===== config.mk =====
export PLATFORM = sky130hd
export DESIGN_NAME = lift_call_scheduler
export DESIGN_NICKNAME = d
export VERILOG_FILES = /design/src/rtl/lift_pkg.sv /design/src/rtl/lift_call_scheduler_call_latch.sv /design/src/rtl/lift_call_scheduler.sv
export SDC_FILE = /design/constraint.sdc
export NUM_CORES = 1
export LEC_CHECK = 0
export ABC_AREA = 0
export BUFFER_PORTS_ARGS = -buffer_cell sky130_fd_sc_hd__buf_2
export CORE_MARGIN = 4
export CORE_UTILIZATION = 54
export CTS_CLUSTER_SIZE = 30
export DETAILED_ROUTE_END_ITERATION = 8
export GPL_TIMING_DRIVEN = 0
export PLACE_DENSITY_LB_ADDON = 0.05
export REMOVE_ABC_BUFFERS = 1
export SLEW_MARGIN = 30
export SYNTH_ARGS = -nofsm -noshare
export SYNTH_HDL_FRONTEND = slang
export SYNTH_HIERARCHICAL = 1
export SYNTH_SLANG_ARGS = --single-unit
export TNS_END_PERCENT = 10

===== constraint.sdc =====
create_clock -name clk -period 2.4 [get_ports clk]
set_input_delay 0.12 -clock clk [delete_from_list [all_inputs] [get_ports clk]]
set_output_delay 0.12 -clock clk [all_outputs]
set_load 0.01 [all_outputs]

===== src/rtl/lift_pkg.sv =====
// Shared lift definitions: floor sizing and scheduler state encoding.
// Also imported by the lift state controller.
package lift_pkg;

  localparam int unsigned N_FLOORS = 4;
  localparam int unsigned FLOOR_W  = 2;
  localparam int unsigned STATE_W  = 3;

  localparam logic [STATE_W-1:0] ST_IDLE     = 3'd0;
  localparam logic [STATE_W-1:0] ST_DOOR     = 3'd1;
  localparam logic [STATE_W-1:0] ST_MOVE     = 3'd2;
  localparam logic [STATE_W-1:0] ST_WAIT_RUN = 3'd3;
  localparam logic [STATE_W-1:0] ST_ARRIVE   = 3'd4;

endpackage


===== src/rtl/lift_call_scheduler_call_latch.sv =====
// Pending-call register with set/clear-by-index, plus here/ahead/behind
// reductions relative to the current floor and sweep direction.
module call_latch
  import lift_pkg::*;
(
  input  logic                clk,
  input  logic                clr,
  input  logic [N_FLOORS-1:0] i_set,
  input  logic                i_clr_en,
  input  logic [FLOOR_W-1:0]  i_clr_idx,
  input  logic [FLOOR_W-1:0]  i_cur_floor,
  input  logic                i_dir_up,
  output logic [N_FLOORS-1:0] o_pending,
  output logic                o_here_c,
  output logic                o_ahead_c,
  output logic                o_behind_c,
  output logic                o_any_c
);

  logic [N_FLOORS-1:0] r_pending;
  logic [N_FLOORS-1:0] w_pending_nxt;
  logic [N_FLOORS-1:0] w_above;
  logic [N_FLOORS-1:0] w_below;

  // Clear wins over a same-cycle set: the stop in progress serves that call.
  always_comb begin
    w_pending_nxt = r_pending | i_set;
    if (i_clr_en) w_pending_nxt[i_clr_idx] = 1'b0;
  end

  always_ff @(posedge clk or posedge clr) begin
    if (clr) r_pending <= '0;
    else     r_pending <= w_pending_nxt;
  end

  always_comb begin
    w_above = '0;
    w_below = '0;
    for (int i = 0; i < N_FLOORS; i++) begin
      if (FLOOR_W'(i) > i_cur_floor) w_above[i] = r_pending[i];
      if (FLOOR_W'(i) < i_cur_floor) w_below[i] = r_pending[i];
    end
  end

  assign o_pending  = r_pending;
  assign o_here_c   = r_pending[i_cur_floor];
  assign o_ahead_c  = i_dir_up ? (|w_above) : (|w_below);
  assign o_behind_c = i_dir_up ? (|w_below) : (|w_above);
  assign o_any_c    = |r_pending;

endmodule


===== src/rtl/lift_call_scheduler.sv =====
// SCAN-style call scheduler for the 4-floor lift: latches calls, issues
// one-floor moves and door holds. Optional return-home via LIFT_IDLE_HOME_EN.
module lift_call_scheduler
  import lift_pkg::*;
#(
  parameter int unsigned DOOR_CYCLES = 8,
  parameter int unsigned IDLE_CYCLES = 64
) (
  input  logic                clk,
  input  logic                clr,
  input  logic [N_FLOORS-1:0] call_req,
  input  logic [FLOOR_W-1:0]  cur_floor,
  input  logic                lift_run,
  output logic                go_up,
  output logic                go_down,
  output logic                open_door,
  output logic                dir_up,
  output logic [N_FLOORS-1:0] pending,
  output logic                busy
);

  localparam int unsigned DOOR_W = $clog2(DOOR_CYCLES + 1);
  localparam logic [FLOOR_W-1:0] TOP_FLOOR = FLOOR_W'(N_FLOORS - 1);

  logic [STATE_W-1:0] r_state, w_state_nxt;
  logic               r_dir_up, w_dir_nxt;
  logic [DOOR_W-1:0]  r_door_cnt, w_door_cnt_nxt;
  logic [FLOOR_W-1:0] r_start, w_start_nxt;
  logic               r_go_up, r_go_down, r_open_door, r_busy;
  logic               w_go_up_nxt, w_go_down_nxt;
  logic               w_clr_en;
  logic               w_here, w_ahead, w_behind, w_any;

`ifdef LIFT_IDLE_HOME_EN
  localparam int unsigned IDLE_W = $clog2(IDLE_CYCLES + 1);
  logic              r_homing, w_homing_nxt;
  logic [IDLE_W-1:0] r_idle_cnt, w_idle_cnt_nxt;
  logic              w_idle_fire;
`else
  logic w_unused_idle_cfg;
  assign w_unused_idle_cfg = (IDLE_CYCLES != 0);
`endif

  call_latch u_call_latch (
    .clk         (clk),
    .clr         (clr),
    .i_set       (call_req),
    .i_clr_en    (w_clr_en),
    .i_clr_idx   (cur_floor),
    .i_cur_floor (cur_floor),
    .i_dir_up    (r_dir_up),
    .o_pending   (pending),
    .o_here_c    (w_here),
    .o_ahead_c   (w_ahead),
    .o_behind_c  (w_behind),
    .o_any_c     (w_any)
  );

  // Next-state, counters and next values of the registered outputs.
  always_comb begin
    w_state_nxt    = r_state;
    w_dir_nxt      = r_dir_up;
    w_door_cnt_nxt = r_door_cnt;
    w_start_nxt    = r_start;
`ifdef LIFT_IDLE_HOME_EN
    w_homing_nxt   = r_homing;
    w_idle_cnt_nxt = '0;
    w_idle_fire    = (r_idle_cnt == IDLE_W'(IDLE_CYCLES - 1));
`endif
    case (r_state)
      ST_IDLE: begin
        if (w_here) begin
          w_state_nxt = ST_DOOR;
        end else if (w_ahead) begin
          w_state_nxt = ST_MOVE;
        end else if (w_behind) begin
          w_dir_nxt   = ~r_dir_up;
          w_state_nxt = ST_MOVE;
        end
`ifdef LIFT_IDLE_HOME_EN
        else if (cur_floor != '0) begin
          if (w_idle_fire) begin
            w_dir_nxt    = 1'b0;
            w_homing_nxt = 1'b1;
            w_state_nxt  = ST_MOVE;
          end else begin
            w_idle_cnt_nxt = r_idle_cnt + IDLE_W'(1);
          end
        end
`endif
      end
      ST_DOOR: begin
        // A new call at this floor keeps the door open for a full period.
        if (call_req[cur_floor]) begin
          w_door_cnt_nxt = '0;
        end else if (r_door_cnt == DOOR_W'(DOOR_CYCLES - 1)) begin
          if (w_ahead) begin
            w_state_nxt = ST_MOVE;
          end else if (w_any) begin
            w_dir_nxt   = ~r_dir_up;
            w_state_nxt = ST_MOVE;
          end else begin
            w_state_nxt = ST_IDLE;
          end
        end else begin
          w_door_cnt_nxt = r_door_cnt + DOOR_W'(1);
        end
      end
      ST_MOVE: begin
        w_start_nxt = cur_floor;
        w_state_nxt = ST_WAIT_RUN;
      end
      ST_WAIT_RUN: begin
        if (lift_run) w_state_nxt = ST_ARRIVE;
      end
      ST_ARRIVE: begin
        if (!lift_run && (cur_floor != r_start)) begin
          if (w_here)       w_state_nxt = ST_DOOR;
          else if (w_ahead) w_state_nxt = ST_MOVE;
`ifdef LIFT_IDLE_HOME_EN
          else if (r_homing && (cur_floor != '0)) w_state_nxt = ST_MOVE;
`endif
          else              w_state_nxt = ST_IDLE;
        end
      end
      default: w_state_nxt = ST_IDLE;
    endcase

    if (w_state_nxt != ST_DOOR) w_door_cnt_nxt = '0;
`ifdef LIFT_IDLE_HOME_EN
    if (w_any || (call_req != '0) || (w_state_nxt == ST_IDLE)) w_homing_nxt = 1'b0;
`endif

    w_clr_en      = (w_state_nxt == ST_DOOR);
    // Direction is forced at the end floors, so these guards never suppress a legal move.
    w_go_up_nxt   = (w_state_nxt == ST_MOVE) && w_dir_nxt && (cur_floor != TOP_FLOOR);
    w_go_down_nxt = (w_state_nxt == ST_MOVE) && !w_dir_nxt && (cur_floor != '0);
  end

  always_ff @(posedge clk or posedge clr) begin
    if (clr) begin
      r_state     <= ST_IDLE;
      r_dir_up    <= 1'b1;
      r_door_cnt  <= '0;
      r_start     <= '0;
      r_go_up     <= 1'b0;
      r_go_down   <= 1'b0;
      r_open_door <= 1'b0;
      r_busy      <= 1'b0;
    end else begin
      r_state     <= w_state_nxt;
      r_dir_up    <= w_dir_nxt;
      r_door_cnt  <= w_door_cnt_nxt;
      r_start     <= w_start_nxt;
      r_go_up     <= w_go_up_nxt;
      r_go_down   <= w_go_down_nxt;
      r_open_door <= (w_state_nxt == ST_DOOR);
      r_busy      <= (w_state_nxt != ST_IDLE);
    end
  end

`ifdef LIFT_IDLE_HOME_EN
  always_ff @(posedge clk or posedge clr) begin
    if (clr) begin
      r_homing   <= 1'b0;
      r_idle_cnt <= '0;
    end else begin
      r_homing   <= w_homing_nxt;
      r_idle_cnt <= w_idle_cnt_nxt;
    end
  end
`endif

  assign go_up     = r_go_up;
  assign go_down   = r_go_down;
  assign open_door = r_open_door;
  assign dir_up    = r_dir_up;
  assign busy      = r_busy;

endmodule


# ---- Word level (Yosys, flattened, before mapping)
# Index checks and enable logic that the tools add are counted.
dict set report classes {
  n_addsub 1
  magnitude_cmp 10
  n_eq_ne 11
  muxes 41
  bitwise_logic 4
  reduce_logical 16
}
# cell n
set ops {}
lappend ops {{two-way mux 3 bit} 7}
lappend ops {{two-way mux 1 bit} 20}
lappend ops {{two-way mux 4 bit} 5}
lappend ops {{one-hot mux 3 bit (5 select lines)} 1}
lappend ops {{OR reduction 4 bit} 3}
lappend ops {{equality test 3 x 2 -> 1 bit (second input constant)} 3}
lappend ops {{two-way mux 2 bit} 4}
lappend ops {{equality test 3 x 1 -> 1 bit (second input constant)} 2}
lappend ops {{logical AND 1 bit} 6}
lappend ops {{adder 4 x 1 -> 4 bit (second input constant)} 1}
lappend ops {{bitwise AND 4 bit} 1}
lappend ops {{binary-select mux 1 bit (select 2 bit)} 2}
lappend ops {{equality test 4 x 3 -> 1 bit (second input constant)} 1}
lappend ops {{> comparator 1 x 2 -> 1 bit (first input constant)} 2}
lappend ops {{> comparator 2 bit (first input constant)} 2}
lappend ops {{< comparator 1 x 2 -> 1 bit (first input constant)} 2}
lappend ops {{< comparator 2 bit (first input constant)} 2}
lappend ops {{NOT 4 bit} 1}
lappend ops {{bitwise OR 4 bit} 1}
lappend ops {{nonzero test 2 bit} 2}
lappend ops {{equality test 3 bit (second input constant)} 1}
lappend ops {{logical NOT 3 bit} 1}
lappend ops {{< comparator 2 x 3 -> 1 bit (second input constant)} 1}
lappend ops {{!= test 3 x 1 -> 1 bit (second input constant)} 1}
lappend ops {{other kinds (10)} 11}
dict set report word_totals {
  regBits 18
  in_bits 9
  out_inout_bits 9
  wordCells 92
}

# ---- Longest topological paths before layout
# Gate-level depths: netlist of run 1.
dict set report logic_depth {
  word_depth 11
  depth_mapped 10
  ltp_nobuf 10
}

# ---- Hierarchy
# Netlist of run 1, hierarchy kept.
# mod instances cells_per_inst area_each_um2 seq_area_each_um2
set modules_own_cells {}
lappend modules_own_cells {lift_call_scheduler 1 76 772.0 351.6}
lappend modules_own_cells {call_latch 1 26 252.7 100.1}

# ---- Worst setup path after synthesis of run 1
# No wires, ideal clock.
dict set report synth_path {
  kind {register to register}
  startpoint {reg u_call_latch.r_pending[1] (netlist: u_call_latch/o_pending[1])}
  endpoint {reg u_call_latch.r_pending[1] (netlist: u_call_latch/o_pending[1])}
  setup_ps 126
  arrival_time_ps 2012
  required_ps 2274
  setup_slack_ps 262
  stages_incl_launch_ff 11
  path_buffers 0
  period_less_slack_ps 2138
  cell_sequence {dfrtp_1 > and2b_2 > o21bai_1 > a32oi_1 > o21bai_1 > o22ai_1 > nor3b_2 > nand2_1 > inv_1 > inv_1 > o32a_1}
}
dict set report synth_via {
  elab_chain_len 9
  elab_cells_between_ends 24
  classes_between {eq/ne: 1; mux: 18; bitwise: 2; reduce/logical: 3}
}
# item line
set synth_rtl {}
lappend synth_rtl {{start, declared} lift_call_scheduler_call_latch.sv:20} ;# logic [N_FLOORS-1:0] r_pending;
lappend synth_rtl {{start signal, assigned} lift_call_scheduler_call_latch.sv:33} ;# else r_pending <= w_pending_nxt;
lappend synth_rtl {{two-way mux 1 bit, on equally long branches} {lift_call_scheduler_call_latch.sv:41, lift_call_scheduler_call_latch.sv:40}}
lappend synth_rtl {{OR reduction 4 bit} lift_call_scheduler_call_latch.sv:47} ;# assign o_ahead_c = i_dir_up ? (|w_above) : (|w_below);
lappend synth_rtl {{two-way mux 1 bit *} lift_call_scheduler_call_latch.sv:47}
lappend synth_rtl {{via w_ahead} lift_call_scheduler.sv:32} ;# logic w_here, w_ahead, w_behind, w_any;
lappend synth_rtl {{two-way mux 2 bit, on equally long branches} {lift_call_scheduler.sv:97, lift_call_scheduler.sv:119}}
lappend synth_rtl {{two-way mux 3 bit / two-way mux 2 bit (equally long branches)} {lift_call_scheduler.sv:96, lift_call_scheduler.sv:118}}
lappend synth_rtl {{two-way mux 3 bit, on equally long branches} {lift_call_scheduler.sv:94, lift_call_scheduler.sv:117}}
lappend synth_rtl {{one-hot mux 3 bit (5 select lines) *} lift_call_scheduler.sv:70} ;# case (r_state)
lappend synth_rtl {{equality test 3 x 1 -> 1 bit *} lift_call_scheduler.sv:134} ;# w_clr_en = (w_state_nxt == ST_DOOR);
lappend synth_rtl {{via w_clr_en} lift_call_scheduler.sv:31} ;# logic w_clr_en;
lappend synth_rtl {{two-way mux 4 bit *} lift_call_scheduler_call_latch.sv:28} ;# if (i_clr_en) w_pending_nxt[i_clr_idx] = 1'b0;
lappend synth_rtl {{via u_call_latch.w_pending_nxt[1]} lift_call_scheduler_call_latch.sv:21} ;# logic [N_FLOORS-1:0] w_pending_nxt;
# The timed path passes the listed nets; every way through them passes the cells marked *. The select of a mux whose other input is x is not followed.
# A chain may end at the register's enable or synchronous reset.

# ---- Final worst setup path of run 1
dict set report layout_path {
  startpoint {reg u_call_latch.r_pending[3] (netlist: u_call_latch/o_pending[3])}
  endpoint {reg r_go_up (netlist: go_up)}
}
dict set report layout_via {
  elab_cells_between_ends 31
  classes_between {eq/ne: 1; mux: 25; reduce/logical: 5}
}
# item line
set layout_rtl {}
lappend layout_rtl {{binary-select mux 1 bit (select 2 bit) *} lift_call_scheduler_call_latch.sv:46} ;# assign o_here_c = r_pending[i_cur_floor];
lappend layout_rtl {{two-way mux 1 bit (implied by the code) *} lift_call_scheduler_call_latch.sv:46}
lappend layout_rtl {{via w_here} lift_call_scheduler.sv:32}
lappend layout_rtl {{two-way mux 2 bit} lift_call_scheduler.sv:118} ;# if (w_here) w_state_nxt = ST_DOOR;
lappend layout_rtl {{two-way mux 3 bit} lift_call_scheduler.sv:117} ;# if (!lift_run && (cur_floor != r_start)) begin
lappend layout_rtl {{one-hot mux 3 bit (5 select lines)} lift_call_scheduler.sv:70}
lappend layout_rtl {{equality test 3 x 2 -> 1 bit} lift_call_scheduler.sv:136} ;# w_go_up_nxt = (w_state_nxt == ST_MOVE) && w_dir_nxt && (cur_floor != TOP_FLOOR);
lappend layout_rtl {{logical AND 1 bit * (2 in a row)} lift_call_scheduler.sv:136}
lappend layout_rtl {{via w_go_up_nxt} lift_call_scheduler.sv:30} ;# logic w_go_up_nxt, w_go_down_nxt;
lappend layout_rtl {{end signal, assigned} lift_call_scheduler.sv:155} ;# r_go_up <= w_go_up_nxt;
lappend layout_rtl {{end, declared} lift_call_scheduler.sv:29} ;# logic r_go_up, r_go_down, r_open_door, r_busy;
# Marked as above.

==> run_results.csv, run 1 <==
group,metric,value,unit
critical_path,cp_max_fo,6,
final_layout,antenna_cells,0,
timing,tightestPinTransition,576.2,ps
logic_synthesis,ys_warn_count,6,
final_layout,drive_gt1_share,30.40,%
logic_synthesis,synth_edf_count,0,
cts,cts_buffers,3,
floorplan,io_pins,18,
final_layout,stdcell_area,1209,um2
placed_design,dp_cells,143,
detailed_routing,via_count,889,
power,pwr-share-seq,38.8,%
min_path,hold_depth,2,
placed_design,place_area,1137,um2
outcome,status,"completed",
placed_design,port_buffers,17,
cts,cts_max_level,1,
final_layout,register_area,451.7,um2
critical_path,crit_path_frequent_cell,"buf_4",
logic_synthesis,synthFlopType,"dfrtp_1",
final_layout,fin_nets,136,
critical_path,start_kind,"flip-flop",
detailed_routing,drt_iter0_drc,27,
timing,hold_viol,0,
floorplan,start_util,58.09,%
logic_synthesis,synth_top_area_share,41.51,%
global_route,grt_max_degree,15,
timing,finalSetupViolCount,0,
power,switchingPower,0.5864,mW
detailed_routing,drt_wl_total,2.476,mm
job,max_cap_violations,0,
critical_path,worstSetupPathType,"reg2reg",
critical_path,required,2630,ps
critical_path,worst_setup_path_end_kind,"flip-flop",
logic_synthesis,seq_area_frac_synth,44.08,%
power,p_sw_share,42.73,%
logic_synthesis,synth_commonest_cells,"dfrtp_1, nor2_1, inv_1",
power,power_density,1135,nW/um2
power,p_int,0.7860,mW
timing,whs,59.42,ps
global_route,gr-total-overflow,0,
global_route,antenna_found_initial,0,
critical_path,crit_slowest_cell,"mux4_2",
cts,clk_latency,300,ps
cts,tritoncts,"built",
timing,rsz0062_at_grt,"true",
detailed_routing,routed-wl-met2,1.202,mm
timing,fmax,426.0,MHz
floorplan,die_x,51.56,um
detailed_routing,dr_wl_met3,86,um
timing,min_period_over_period,97.82,%
detailed_routing,wl_per_cell,16.51,um
logic_synthesis,synth.avg_cell_area,10.05,um2
logic_synthesis,netlist_area,1025,um2
timing,maxSlewViolCount,0,
global_route,track_usage,21.36,%
global_route,first_global_vias,887,
critical_path,crit_chain,"mux4_2 -> or3_1 -> o22ai_1 -> nor3b_2 -> buf_4 -> buf_4 -> nor3_1 -> and3_1",
detailed_routing,drt_pass1_iterations,4,
detailed_routing,viasPerCell,5.927,
logic_synthesis,yosysUniqueCellTypes,43,
global_route,grt_pass1_wl,4.133,mm
detailed_routing,top_layer_used,"met4",
floorplan,die_y,51.56,um
critical_path,arrival,2580,ps
power,clock_power_share,14.0,%
cts,cts.clk_slew.worst_paths,100,ps
final_layout,multi_input_area,549.3,um2
min_path,hold_path_class,"in2reg",
logic_synthesis,netlist_instances,102,
final_layout,fillCellCount,153,
critical_path,rr_worst_depth,8,
power,p_leak,0.5321,nW
power,pwr-share-comb,47.2,%
logic_synthesis,yosysMostFrequentCell,"dfrtp_1",
cts,numClockSinks,18,
final_layout,stdcell_count,150,
cts,root_buffer,"clkbuf_4",
detailed_routing,remaining_drc_errors,0,
final_layout,areaGrowthSynthToFinish,17.95,%
logic_synthesis,synth-async-reset-ratio,100.0,%
floorplan,coreArea,1764,um2
timing,finalCriticalPeriod,2348,ps
logic_synthesis,ys_seq_elements,18,
cts,clockBufferDepth,2,
detailed_routing,antenna_left,0,
detailed_routing,drt-met1-wl,1.118,mm
placed_design,gp_congestion,0.8609,
timing,maxSlewHeadroom,61.54,%
power,irDropWorstVdd,0.5986,mV
logic_synthesis,yosysTopAreaCell,"dfrtp_1",
critical_path,critPathMaxStageDelay,540,ps
floorplan,rows,15,
placed_design,hpwl,1.794,mm
floorplan,dieArea,2658,um2
timing,finalClockSkew,10.56,ps
logic_synthesis,synth_area_leaders,"dfrtp_1, mux4_2, nor2_1",
-- kinds of logic after synthesis --
logic type | synth area share (%)
buffers and inverters | 3.296
xor gates and xnor gates | 2.565
adders and majority gates | 1.221
muxes | 6.593
and+or+nand+nor | 23.69
DFF | 44.08
AOI/OAI and AO/OA | 18.56
-- layout by cell type (no fill, tap or decap), types with 3 or more instances in the layout --
cell type | Yosys | routed
a21oi_1 | 4 | 4
a31oi_1 | 3 | 3
buf_2 | 0 | 17
clkbuf_4 | 0 | 3
dfrtp_1 | 17 | 17
inv_1 | 8 | 8
nand2_1 | 6 | 5
nor2_1 | 12 | 12
nor3_1 | 3 | 3
o21ai_0 | 3 | 3
-- layer usage --
layer / vias up / global-route usage [%]
li1: 425 / -
met4: 0 / 11.35
met5: - / 0
met1: 432 / 26.26
met3: 9 / 4.298
met2: 23 / 35.17
-- registers in the layout, indices dropped and copies added (netlist names) --
name and count:
dir_up 1, r_door_cnt 4, go_up 1, go_down 1, busy 1, open_door 1, r_start 2, r_state 3
u_call_latch/o_pending 4
-- path summary, 6_finish.rpt --
kind,slack (ps),start,to
worst max-delay path,50,u_call_latch/o_pending[3],go_up
worst min-delay path,60,call_req[0],u_call_latch/o_pending[0]
worst max register to register,50,u_call_latch/o_pending[3],go_up
worst min register to register,550,r_start[1],r_start[1]
max in group asynchronous,1580,clr,r_door_cnt[3]
min in group asynchronous,270,clr,u_call_latch/o_pending[1]
-- worst max-delay path, delay by kind of cell, from the launching register on --
kind / cells / cell delay [ps]
and+or+nand+nor: 4 / 820
muxes: 1 / 540
DFF: 1 / 450
buffers and inverters: 2 / 290
AOI/OAI and AO/OA: 1 / 180
-- stage by stage --
step	total power, mW	util [%]	worst slack (ps)	setup TNS, ps
2_1_floorplan	0.9322	-	261.8	0
3_3_place_gp	1.097	64.47	35.12	0
3_5_place_dp	1.131	64.47	-12.95	-19.83
4_1_cts	1.339	67.52	86.33	0
5_1_grt	1.476	68.51	-88.01	-218.7
6_report	1.372	68.51	52.37	0
-- repair_timing --
action | 4_1_cts | 5_1_grt
setup endpoints to repair | 2 | 3
gates resized for setup | 0 | 2
hold endpoints to repair | 17 | 0
pin swaps | 1 | 1
hold buffers | 1 | 0
buffers inserted | 1 | 1
-- power groups by stage --
stage / clock network (mW) / logic (mW) / registers [mW]
2_1_floorplan: 0 / 0.397 / 0.535
3_3_place_gp: 0 / 0.573 / 0.524
3_5_place_dp: 0 / 0.594 / 0.537
4_1_cts: 0.198 / 0.611 / 0.530
5_1_grt: 0.212 / 0.715 / 0.549
6_report: 0.192 / 0.648 / 0.532
-- area by class of cell --
class	instances	share of cell area, %
multi-input combinational	75	45.45
sequential	18	37.37
timing repair buffer	20	9.110
clock buffer	4	3.002
tap	25	2.588
inverter	8	2.484
Note: power is estimated with default switching activity, not from simulation.
==> inputs of run 2 (changes only) <==
--- a/config.mk
+++ b/config.mk
@@ -7,12 +7,14 @@
 export LEC_CHECK = 0
 export ABC_AREA = 0
 export BUFFER_PORTS_ARGS = -buffer_cell sky130_fd_sc_hd__buf_2
-export CORE_MARGIN = 4
+export CORE_MARGIN = 2
 export CORE_UTILIZATION = 54
 export CTS_CLUSTER_SIZE = 30
 export DETAILED_ROUTE_END_ITERATION = 8
 export GPL_TIMING_DRIVEN = 0
+export HOLD_SLACK_MARGIN = 0.15
 export PLACE_DENSITY_LB_ADDON = 0.05
+export RECOVER_POWER = 25
 export REMOVE_ABC_BUFFERS = 1
 export SLEW_MARGIN = 30
 export SYNTH_ARGS = -nofsm -noshare
==> run 2 against run 1 <==
- final cell count up 2.0%
- register-to-register slack better by 90 ps
- power down 0.35%
- critical path depth up 2
- clock skew down 8.7 ps
- setup slack better by 92 ps
- maximum frequency up 4.1%
- combinational power about the same
- hold slack better by 130 ps
- first-iteration DRC count up 48%
- non-clock buffer count up 3
- sequential power about the same
- largest power group unchanged
- highest routed layer unchanged
==> run_results.csv, run 2 (synthesis gave the netlist of run 1 again) <==
group,metric,value,unit
floorplan,io_pins,18,
timing,tightestPinTransition,537.6,ps
global_route,track_usage,24.80,%
outcome,status,"completed",
cts,clk_latency,290,ps
floorplan,coreArea,1764,um2
final_layout,antenna_cells,0,
critical_path,start_kind,"flip-flop",
global_route,first_global_vias,875,
min_path,hold_path_class,"in2reg",
timing,maxSlewHeadroom,64.12,%
critical_path,critPathBufInv,2,
detailed_routing,via_count,933,
cts,numClockSinks,18,
floorplan,die_x,47.56,um
placed_design,gp_congestion,0.7798,
timing,finalClockSkew,1.863,ps
final_layout,register_area,452.9,um2
timing,rsz0062_at_grt,"false",
floorplan,start_util,58.09,%
final_layout,final_util,70.78,%
timing,finalCriticalPeriod,2255,ps
final_layout,layout_common_cells,"dfrtp_1, buf_2, nor2_1",
critical_path,worstSetupPathType,"reg2reg",
cts,cts_max_level,1,
critical_path,critPathMaxStageDelay,450,ps
floorplan,rows,15,
detailed_routing,drt_wl_total,2.324,mm
final_layout,areaGrowthSynthToFinish,21.86,%
detailed_routing,wl_per_cell,15.19,um
power,power_density,1095,nW/um2
cts,root_buffer,"clkbuf_4",
timing,setup_ws,144.8,ps
critical_path,worst_setup_path_end_kind,"flip-flop",
global_route,gr-total-overflow,0,
critical_path,cp_max_fo,6,
critical_path,required,2590,ps
timing,whs,194.2,ps
critical_path,crit_slowest_cell,"dfrtp_2",
critical_path,crit_family,"compound AO/OA/AOI/OAI gates",
placed_design,dp_slack,-14.73,ps
timing,min_period_over_period,93.97,%
cts,tritoncts,"built",
critical_path,crit_path_frequent_cell,"o21bai_1",
placed_design,hpwl,1.660,mm
cts,cts_buffers,3,
critical_path,crit_chain,"and2b_2 -> o21bai_1 -> a32oi_2 -> o21bai_1 -> o22ai_1 -> nor3b_2 -> nand2_2 -> inv_2 -> inv_1 -> o32a_1",
final_layout,fillCellCount,140,
power,p_leak,0.5478,nW
detailed_routing,remaining_drc_errors,0,
power,irDropWorstVdd,0.6532,mV
final_layout,multi_input_area,556.8,um2
detailed_routing,drt_iter0_drc,40,
placed_design,port_buffers,17,
cts,clockBufferDepth,2,
final_layout,drive_gt1_share,30.47,%
timing,fmax,443.4,MHz
detailed_routing,viasPerCell,6.098,
detailed_routing,drt_pass1_iterations,4,
timing,finalSetupViolCount,0,
cts,cts.clk_slew.worst_paths,100,ps
final_layout,fin_nets,139,
timing,hold_viol,0,
floorplan,dieArea,2262,um2
floorplan,die_y,47.56,um
global_route,grt_pass1_wl,3.877,mm
job,max_cap_violations,0,
timing,maxSlewViolCount,0,
global_route,grt_max_degree,15,
critical_path,arrival,2440,ps
global_route,antenna_found_initial,0,
detailed_routing,antenna_left,0,
## run 2: changes by cell type in the layout (fill, tap and decap cells not counted), sizes merged
cell / change
buf: -2
dlygate4sd3: +4
clkbuf: +1
## run 2: path summary, 6_finish.rpt
path / end / cells after the start / slack [ps] / start
max reg2reg: u_call_latch/o_pending[0] / 10 / 140 / u_call_latch/o_pending[1]
max: u_call_latch/o_pending[0] / 10 / 140 / u_call_latch/o_pending[1]
min: u_call_latch/o_pending[3] / 2 / 190 / cur_floor[0]
min reg2reg: r_start[1] / 1 / 560 / r_start[1]
max in group asynchronous: dir_up / 3 / 1640 / clr
min in group asynchronous: u_call_latch/o_pending[3] / 3 / 250 / clr
## run 2: power breakdown
part	switching, mW	internal [mW]	leakage [nW]
combinational	0.365	0.280	0.311
sequential	0.120	0.415	0.216
clock	0.0941	0.0925	0.0210
total	0.580	0.788	0.548
## run 2: final cells by class
class                      instances  area share (%)
sequential                        18           36.27
inverter                           8           2.405
timing repair buffer              23           11.32
clock buffer                       4           2.906
multi-input combinational         75           44.59
tap                               25           2.505
## run 2: metrics by stage
| stage | area [um2] | power (mW) | setup TNS (ps) | cells |
|---|---|---|---|---|
| after detailed placement | 1137 | 1.122 | -29.08 | 143 |
| final | 1249 | 1.367 | 0 | 153 |
| after global routing | 1249 | 1.464 | 0 | 153 |
| after global placement | 1137 | 1.095 | 0 | 143 |
| after floorplan | 1021 | 0.9322 | 0 | 101 |
| after CTS | 1231 | 1.336 | 0 | 153 |
## run 2: routing by layer
layer	share of wire (%)	track usage, %
met4	0.99	10.81
met2	50	40.27
met5	0	0
met1	43	33.09
met3	6.8	3.774
## run 2: repair_timing
| item | CTS | global route |
|---|---|---|
| pin swaps | 1 | 1 |
| buffers inserted | 1 | 0 |
| hold buffers | 5 | 0 |
| gates resized for setup | 0 | 5 |
| setup endpoints to repair | 2 | 3 |
| hold endpoints to repair | 21 | 0 |
==> inputs of run 3 (changes only) <==
--- a/config.mk
+++ b/config.mk
@@ -7,11 +7,12 @@
 export LEC_CHECK = 0
 export ABC_AREA = 0
 export BUFFER_PORTS_ARGS = -buffer_cell sky130_fd_sc_hd__buf_2
+export CELL_PAD_IN_SITES_DETAIL_PLACEMENT = 0
+export CELL_PAD_IN_SITES_GLOBAL_PLACEMENT = 1
 export CORE_MARGIN = 2
-export CORE_UTILIZATION = 54
+export CORE_UTILIZATION = 41
 export CTS_CLUSTER_SIZE = 30
 export DETAILED_ROUTE_END_ITERATION = 8
-export GPL_TIMING_DRIVEN = 0
 export HOLD_SLACK_MARGIN = 0.15
 export PLACE_DENSITY_LB_ADDON = 0.05
 export RECOVER_POWER = 25
==> run 3 against run 2 <==
- core utilization fell by 18 points
- final cell count rose by 5.2%
- non-clock buffer count rose by 3
- flip-flop and latch count did not move
- critical path type unchanged
- highest routed layer unchanged
==> run_results.csv, run 3 (synthesis gave the netlist of run 1 again) <==
group,metric,value,unit
floorplan,io_pins,18,
power,p_leak,0.5594,nW
cts,cts_max_level,1,
cts,clockBufferDepth,2,
placed_design,port_buffers,17,
final_layout,final_util,52.31,%
global_route,gr-total-overflow,0,
critical_path,critPathBufInv,0,
global_route,grt_pass1_wl,3.974,mm
timing,fin_tns_setup,0,ps
timing,tightestPinTransition,570.9,ps
final_layout,layout_commonest_cell,"buf_2",
timing,finalSetupViolCount,0,
critical_path,critPathMaxStageDelay,540,ps
final_layout,layout_common_cells,"buf_2, dfrtp_1, nor2_1",
power,irDropWorstVdd,0.5621,mV
cts,root_buffer,"clkbuf_4",
power,power,1.372,mW
floorplan,rows,18,
global_route,grt_max_degree,15,
power,power_density,1078,nW/um2
floorplan,die_x,54.00,um
timing,hold_viol,0,
critical_path,crit_family,"simple AND/OR/NAND/NOR gates",
timing,min_period_over_period,93.02,%
floorplan,start_util,42.13,%
critical_path,r2r-start,"u_call_latch/o_pending[3]",
critical_path,cp_max_fo,6,
detailed_routing,drt_pass1_iterations,4,
floorplan,die_y,54.00,um
final_layout,fin_nets,142,
placed_design,gp_congestion,0.7782,
cts,numClockSinks,18,
final_layout,antenna_cells,0,
detailed_routing,wl_per_cell,14.70,um
job,max_cap_violations,0,
min_path,hold_depth,2,
min_path,hold_path_class,"in2reg",
critical_path,arrival,2470,ps
timing,finalClockSkew,2.192,ps
detailed_routing,drt_wl_total,2.366,mm
outcome,status,"completed",
detailed_routing,drt_iter0_drc,12,
critical_path,required,2630,ps
min_path,hp-start,"cur_floor[0]",
cts,cts_buffers,3,
final_layout,drive_gt1_share,31.30,%
critical_path,path_depth,6,
critical_path,rr_worst_depth,6,
cts,cts.clk_slew.worst_paths,110,ps
global_route,antenna_found_initial,0,
critical_path,crit_slowest_cell,"mux4_2",
critical_path,crit_chain,"mux4_2 -> or3_1 -> nor4b_1 -> a21oi_1 -> xnor2_1 -> and3_1",
floorplan,coreArea,2432,um2
timing,finalCriticalPeriod,2232,ps
timing,rsz0062_at_grt,"false",
critical_path,worstSetupPathType,"reg2reg",
critical_path,critPathLaunch,"u_call_latch/o_pending[3]",
detailed_routing,remaining_drc_errors,0,
timing,maxSlewHeadroom,61.90,%
global_route,first_global_vias,850,
global_route,track_usage,19.14,%
placed_design,hpwl,1.721,mm
cts,tritoncts,"built",
detailed_routing,antenna_left,0,
cts,clk_latency,290,ps
timing,maxSlewViolCount,0,
critical_path,start_kind,"flip-flop",
floorplan,dieArea,2915,um2
detailed_routing,viasPerCell,5.366,
critical_path,worst_setup_path_end_kind,"flip-flop",
detailed_routing,via_count,864,
final_layout,areaGrowthSynthToFinish,24.18,%
timing,fmax,447.9,MHz
==> run 3: changes by cell type in the layout (fill, tap and decap cells not counted), sizes merged <==
cell,change
buf,+4
clkbuf,-1
==> run 3: per-stage QoR <==
step           worst slack (ps)  hold WS, ps  area [um2]  instances
2_1_floorplan             261.8       -113.9        1021        101
3_3_place_gp              128.7        19.28        1166        151
3_5_place_dp              79.58        27.77        1166        151
4_1_cts                   38.96        194.9        1252        160
5_1_grt                   18.28        209.9        1272        161
6_report                  167.6        207.3        1272        161
==> run 3: path summary, 6_finish.rpt <==
check / end / slack [ps]
max reg2reg: go_up / 170
max in group asynchronous: dir_up / 1600
min reg2reg: r_start[0] / 540
max: go_up / 170
min: u_call_latch/o_pending[3] / 210
min in group asynchronous: u_call_latch/o_pending[3] / 260
==> run 3: area by class of cell <==
type,instances,area (um2)
Inverter,8,30.03
Fill cell,249,1160
Clock buffer,4,36.28
Tap cell,30,37.54
Timing Repair Buffer,26,165.2
Multi-Input combinational cell,75,550.5
Sequential cell,18,452.9
==> run 3: repair_timing <==
action / 4_1_cts / 5_1_grt
setup buffers: 0 / 1
endpoints found under the setup margin: 0 / 2
endpoints found under the hold margin: 21 / 0
hold buffers: 5 / 0
gates resized for setup: 0 / 3
==> run 3: worst reg2reg max path, cell delays in order, from the launching register on <==
cell and delay (ps):
dfrtp_1 450, mux4_2 540, or3_1 360, nor4b_1 250, a21oi_1 90, xnor2_1 280, and3_1 210
==> run 3: power breakdown <==
group / internal, mW / switching [mW] / leakage [nW] / total (mW)
logic: 0.295 / 0.366 / 0.322 / 0.661
clock network: 0.0923 / 0.0952 / 0.0210 / 0.188
registers: 0.415 / 0.108 / 0.216 / 0.523
total: 0.803 / 0.569 / 0.559 / 1.37
==> run 3: metal layers <==
metal | wire length, um | global-route usage [%] | up-vias
met4 | 20 | 7.500 | 0
met3 | 41 | 2.500 | 2
met5 | 0 | 0 | -
met2 | 1107 | 30.49 | 9
li1 | - | - | 437
met1 | 1196 | 26.31 | 416
